<file path="src/rtl/mips_mem_pkg.sv">
// Shared types for the load/store unit: memory op codes, FSM states, latched request.
package mips_mem_pkg;

    localparam int unsigned WORD_W = 32;
    localparam int unsigned OP_W   = 3;

    typedef enum logic [OP_W-1:0] {
        LB  = 3'd0,
        LBU = 3'd1,
        LH  = 3'd2,
        LHU = 3'd3,
        LW  = 3'd4,
        SB  = 3'd5,
        SH  = 3'd6,
        SW  = 3'd7
    } mem_op_t;

    typedef enum logic [2:0] {
        IDLE     = 3'd0,
        LOAD     = 3'd1,
        RMW_READ = 3'd2,
        WRITE    = 3'd3,
        RESP     = 3'd4
    } lsu_state_t;

    // Request as held for the duration of one operation; word doubles as the merged store word.
    typedef struct packed {
        mem_op_t             op;
        logic [WORD_W-1:0]   addr;
        logic [WORD_W-1:0]   word;
    } lsu_req_t;

    function automatic logic is_load(input mem_op_t op);
        return (op == LB) || (op == LBU) || (op == LH) || (op == LHU) || (op == LW);
    endfunction

endpackage

</file>
<file path="src/rtl/lsu_byte_align.sv">
// Little-endian lane extraction with sign/zero extension for loads, and lane merge for sub-word stores.
module lsu_byte_align
    import mips_mem_pkg::*;
(
    input  logic [OP_W-1:0]   op,
    input  logic [1:0]        offset,
    input  logic [WORD_W-1:0] rdata,
    input  logic [WORD_W-1:0] wdata,
    output logic [WORD_W-1:0] load_data_c,
    output logic [WORD_W-1:0] store_word_c
);

    mem_op_t     op_e;
    logic [7:0]  lane_byte;
    logic [15:0] lane_half;

    assign op_e      = mem_op_t'(op);
    assign lane_byte = rdata[{offset, 3'b000} +: 8];
    // Halfword lane uses addr[1] only, so an odd halfword address silently aligns down.
    assign lane_half = offset[1] ? rdata[31:16] : rdata[15:0];

    always_comb begin
        load_data_c = '0;
        case (op_e)
            LB:      load_data_c = {{24{lane_byte[7]}}, lane_byte};
            LBU:     load_data_c = {24'd0, lane_byte};
            LH:      load_data_c = {{16{lane_half[15]}}, lane_half};
            LHU:     load_data_c = {16'd0, lane_half};
            LW:      load_data_c = rdata;
            default: load_data_c = '0;
        endcase
    end

    always_comb begin
        store_word_c = rdata;
        case (op_e)
            SB: store_word_c[{offset, 3'b000} +: 8] = wdata[7:0];
            SH: begin
                if (offset[1]) begin
                    store_word_c[31:16] = wdata[15:0];
                end else begin
                    store_word_c[15:0] = wdata[15:0];
                end
            end
            SW:      store_word_c = wdata;
            default: store_word_c = rdata;
        endcase
    end

endmodule

</file>
<file path="src/rtl/load_store_unit.sv">
// Load/store unit between datapath and a comb-read / posedge-write data memory.
// Optional LSU_MISALIGN_CHECK_EN: misaligned LH/LHU/SH/LW/SW become error responses.
module load_store_unit
    import mips_mem_pkg::*;
#(
    parameter int unsigned MEM_WORDS = 64
) (
    input  logic              clk,
    input  logic              startin_n,
    input  logic              req_valid,
    input  logic [OP_W-1:0]   req_op,
    input  logic [WORD_W-1:0] req_addr,
    input  logic [WORD_W-1:0] req_wdata,
    output logic              req_ready,
    output logic              resp_valid,
    output logic [WORD_W-1:0] resp_rdata,
    output logic              resp_err,
    output logic [WORD_W-1:0] mem_address,
    output logic [WORD_W-1:0] mem_writeData,
    output logic              mem_memWrite,
    output logic              mem_memRead,
    input  logic [WORD_W-1:0] mem_readData
);

    localparam logic [30:0] WORD_LIMIT = 31'(MEM_WORDS);

    lsu_state_t        state, next_state;
    lsu_req_t          req_q, req_d;
    logic              valid_d, err_d, rd_d, wr_d;
    logic [WORD_W-1:0] rdata_d;
    mem_op_t           op_in;
    logic              range_err, misalign_err, req_bad;
    logic [WORD_W-1:0] load_data_c, store_word_c;

    assign op_in     = mem_op_t'(req_op);
    assign range_err = {1'b0, req_addr[31:2]} >= WORD_LIMIT;

`ifdef LSU_MISALIGN_CHECK_EN
    always_comb begin
        case (op_in)
            LH, LHU, SH: misalign_err = req_addr[0];
            LW, SW:      misalign_err = |req_addr[1:0];
            default:     misalign_err = 1'b0;
        endcase
    end
`else
    assign misalign_err = 1'b0;
`endif

    assign req_bad       = range_err || misalign_err;
    assign req_ready     = (state == IDLE) && startin_n;
    assign mem_address   = {req_q.addr[31:2], 2'b00};
    assign mem_writeData = req_q.word;

    lsu_byte_align u_align (
        .op           (req_q.op),
        .offset       (req_q.addr[1:0]),
        .rdata        (mem_readData),
        .wdata        (req_q.word),
        .load_data_c  (load_data_c),
        .store_word_c (store_word_c)
    );

    // State and registered outputs; memory strobes are set on entry to the state that owns them.
    always_ff @(posedge clk) begin
        if (!startin_n) begin
            state        <= IDLE;
            req_q        <= '0;
            resp_valid   <= 1'b0;
            resp_err     <= 1'b0;
            resp_rdata   <= '0;
            mem_memRead  <= 1'b0;
            mem_memWrite <= 1'b0;
        end else begin
            state        <= next_state;
            req_q        <= req_d;
            resp_valid   <= valid_d;
            resp_err     <= err_d;
            resp_rdata   <= rdata_d;
            mem_memRead  <= rd_d;
            mem_memWrite <= wr_d;
        end
    end

    always_comb begin
        next_state = state;
        req_d      = req_q;
        valid_d    = 1'b0;
        err_d      = resp_err;
        rdata_d    = resp_rdata;
        rd_d       = 1'b0;
        wr_d       = 1'b0;
        case (state)
            IDLE: begin
                if (req_valid) begin
                    req_d.op   = op_in;
                    req_d.addr = req_addr;
                    req_d.word = req_wdata;
                    if (req_bad) begin
                        next_state = RESP;
                        valid_d    = 1'b1;
                        err_d      = 1'b1;
                        rdata_d    = '0;
                    end else if (is_load(op_in)) begin
                        next_state = LOAD;
                        rd_d       = 1'b1;
                    end else if (op_in == SW) begin
                        next_state = WRITE;
                        wr_d       = 1'b1;
                    end else begin
                        next_state = RMW_READ;
                        rd_d       = 1'b1;
                    end
                end
            end
            LOAD: begin
                next_state = RESP;
                valid_d    = 1'b1;
                err_d      = 1'b0;
                rdata_d    = load_data_c;
            end
            RMW_READ: begin
                next_state = WRITE;
                req_d.word = store_word_c;
                wr_d       = 1'b1;
            end
            WRITE: begin
                next_state = RESP;
                valid_d    = 1'b1;
                err_d      = 1'b0;
                rdata_d    = '0;
            end
            RESP:    next_state = IDLE;
            default: next_state = IDLE;
        endcase
    end

endmodule
</file>
<file path="config.mk">
export PLATFORM = sky130hd
export DESIGN_NAME = load_store_unit
export DESIGN_NICKNAME = d
export VERILOG_FILES = /design/src/rtl/mips_mem_pkg.sv /design/src/rtl/lsu_byte_align.sv /design/src/rtl/load_store_unit.sv
export SDC_FILE = /design/constraint.sdc
export NUM_CORES = 1
export LEC_CHECK = 0
export ABC_AREA = 0
export CORE_MARGIN = 2
export CORE_UTILIZATION = 46
export DETAILED_ROUTE_END_ITERATION = 8
export PLACE_DENSITY = 0.79
export SYNTH_ARGS = -nofsm -noshare
export SYNTH_HDL_FRONTEND = slang
export SYNTH_HIERARCHICAL = 1
export SYNTH_SLANG_ARGS = --single-unit
</file>
<file path="constraint.sdc">
create_clock -name clk -period 2.8 [get_ports clk]
set_clock_uncertainty 0.05 [all_clocks]
set_input_delay 0.28 -clock clk [delete_from_list [all_inputs] [get_ports clk]]
set_output_delay 0.28 -clock clk [all_outputs]
set_load 0.1 [all_outputs]
</file>
==> out/metrics.yaml <==
grt_pass1_vias: 5324
area_delta_synth_final_pct: 28.5
die-height_um: 117
p_leak_nw: 3.19
drc: 0
cp_data_arrival_time_ps: 2630
cts_tree: "built"
io_buffers: 200
gp_congestion: 0.923
layout-drive-gt1-share_pct: 20.0
synth-simple-area-share_pct: 15.4
start_kind: "flop"
hp-class: "primary input to flop"
ys.flop_type: "dfxtp_1"
reg2reg_slack_ps: 360
drtIter0Drc: 398
synth_top_family_by_area: "compound AO/OA/AOI/OAI gates"
final.setup.tns_ps: 0
path_class: "flop to flop"
cp_data_required_time_ps: 2990
fmax_mhz: 409
postCtsSetupRepairBufs: 0
netlist_area_um2: 5900
routed_wl_um: 18500
clk_pin_slew_ps: 80
htree_levels: 3
ant_nets: 0
n_fill_cell: 1125
ys_warn_count: 6
grt.overflow.total: 0
dr.pass1.iters: 6
power_density_nw_per_um2: 533
cap_viol_max_count: 0
antenna_found_initial: 0
core_area_um2: 12600
n_antenna_cell: 0
cts_resized: 0
dp_hpwl_um: 13800
wire_per_inst_um: 19.3
clockRootBuffer: "clkbuf_16"
vias: 5574
numCtsBuffers: 9
setup_viol: 0
register_area_um2: 2120
postSynthAreaPerCell_um2: 8.87
clkPwrFrac_pct: 32.9
pin_count: 203
share_seq_of_total_power_pct: 40.1
p_int_w: 0.00265
start_util_pct: 46.9
final_cell_count_no_fill: 958
grt_max_degree: 39
min_from: "startin_n"
min_period_ps: 2440
synth_fa_ha_area_share_pct: 1.06
worst_slew_pin_slew_ps: 847
vias_per_cell: 5.82
status: "finished, final reports clean"
cts.sinks: 106
synth_cell_type_count: 58
ys_seq_area_share_pct: 36.0
synth_edf_count: 0
switchingPower_w: 0.00139
whs_ps: 404
clock_latency_ps: 360
grt_pass1_wl_um: 27700
ctsHoldBuffers: 0
synthCells: 665
slew_headroom_pct: 43.5
synth-seq-cells: 106
ir_drop_uv: 357
endpoint_kind: "flop"
die_area_um2: 13700
synth-compound-area-share_pct: 31.3
synth_mux_area_share_pct: 2.40
multi_input_area_um2: 2990
async_flop_share_pct: 0
period_share_pct: 87.2
floorplan.rows: 41
fin_nets: 888
r2r_start: "req_q[33]"
worstSetupStartpoint: "req_q[33]"
synth-xor-area-share_pct: 0.148
grtUsageTotal_pct: 26.2
netSwitchingFraction_pct: 34.5
finalMaxSlewViolations: 0
worstPathMaxFanout: 9
hold_viol_final: 0
die_w_um: 117
p_comb_share_pct: 26.9
dpl.cell_count: 942
clockBufferDepth: 2
rsz0062_at_grt: "no"
## through the flow
step	utilization, %	area, um2	worst slack, ps	total power, W
after floorplan	-	5900	527	0.00246
after global placement	57.8	7270	432	0.00273
after detailed placement	57.8	7270	413	0.00274
after CTS	60.3	7580	379	0.00405
after global routing	60.3	7580	221	0.00417
final	60.3	7580	358	0.00404
## flip-flops by register name, summed over array words and instances (netlist names)
name	count
resp_valid	1
mem_memRead	1
state	3
resp_rdata	32
resp_err	1
req_q	5
mem_memWrite	1
mem_writeData	32
mem_address	30
## per-layer routing
metal	share of wire [%]	global-route usage, %	routed length, um	up-vias
li1	-	-	-	2602
met2	47	43.4	8620	289
met1	39	30.8	7290	2642
met5	0	0	0	-
met3	10	7.42	1880	41
met4	3.9	13.6	715	0
## power by group through the flow
stage / combinational [W] / clock, W / sequential [W]
2_1_floorplan: 0.000816 / 0 / 0.00165
3_3_place_gp: 0.00107 / 0 / 0.00165
3_5_place_dp: 0.00108 / 0 / 0.00166
4_1_cts: 0.00109 / 0.00135 / 0.00162
5_1_grt: 0.00114 / 0.00140 / 0.00163
6_report: 0.00109 / 0.00133 / 0.00162
## area by class of cell
cell class	instances	area share (%)
clock inverters	7	1.09
flip-flops and latches	106	28.0
multi-input cells	433	39.4
clock buffers	9	2.97
inverters	13	0.644
repair buffers	218	25.0
well taps	172	2.84
## logic make-up after synthesis
logic type	after synthesis
AND/OR/NAND/NOR	184
multiplexers	13
buffers and inverters	127
flip-flops	106
other	1
XOR/XNOR	1
AO/OA/AOI/OAI	228
adder cells (fa/ha/maj)	5
## placed cells by master (no fill, tap or decap), types with 2 or more instances in the layout
cell type          n
a222oi_1           7
a21o_1            16
nor2_2             2
nand4_1            2
a221o_1           29
and4b_1            2
nor4b_4            2
mux2i_1            4
nor2_1            12
or3_1              2
o21ai_1            2
clkbuf_16          9
nand3_1            4
inv_6              4
nand2b_1           2
and2_1             3
and3_1            10
o21ai_0            2
a22oi_1           41
inv_1             13
dfxtp_1          106
clkdlybuf4s50_1  100
conb_1             2
buf_4            116
o211ai_1           3
nand4b_1           2
a22o_1            40
or2_2              2
a21oi_1            6
o21a_1             3
mux2_2             9
nor3_1             5
nor4_1             7
a211o_1            3
nor2b_1           10
a21boi_1          30
nand2_1          109
clkinv_4           2
a21boi_0          37
ha_1               5
## worst max-delay path, stage by stage (launching register included)
cell and delay, ps:
dfxtp_1 490, inv_1 200, ha_1 370, and4b_1 230, and3_1 260, and4b_1 210
a221o_1 250, a22oi_1 160, a21boi_0 100
## cell usage after synthesis (3+ instances only)
master / number / area (um2)
a211o_1: 3 / 26.3
a21boi_0: 37 / 278
a21boi_1: 30 / 225
a21o_1: 16 / 120
a21oi_1: 6 / 30.0
a221o_1: 29 / 290
a222oi_1: 7 / 70.1
a22o_1: 40 / 350
a22oi_1: 41 / 308
and2_1: 3 / 18.8
and3_1: 10 / 62.6
buf_2: 22 / 110
buf_4: 68 / 510
buf_6: 6 / 67.6
clkbuf_1: 16 / 60.1
dfxtp_1: 106 / 2120
ha_1: 5 / 62.6
inv_1: 13 / 48.8
mux2_2: 9 / 101
mux2i_1: 4 / 40.0
nand2_1: 109 / 409
nand3_1: 4 / 20.0
nor2_1: 13 / 48.8
nor2b_1: 10 / 62.6
nor3_1: 6 / 30.0
nor4_1: 7 / 43.8
o211ai_1: 3 / 22.5
o21a_1: 3 / 22.5
## final timing paths
kind                            end  cells past startpoint
setup / recovery  mem_writeData[11]                      8
hold / removal          mem_memRead                      3
setup reg to reg  mem_writeData[11]                      8
hold reg to reg     mem_address[14]                      2
No activity file was read; power rests on OpenSTA's default activity.
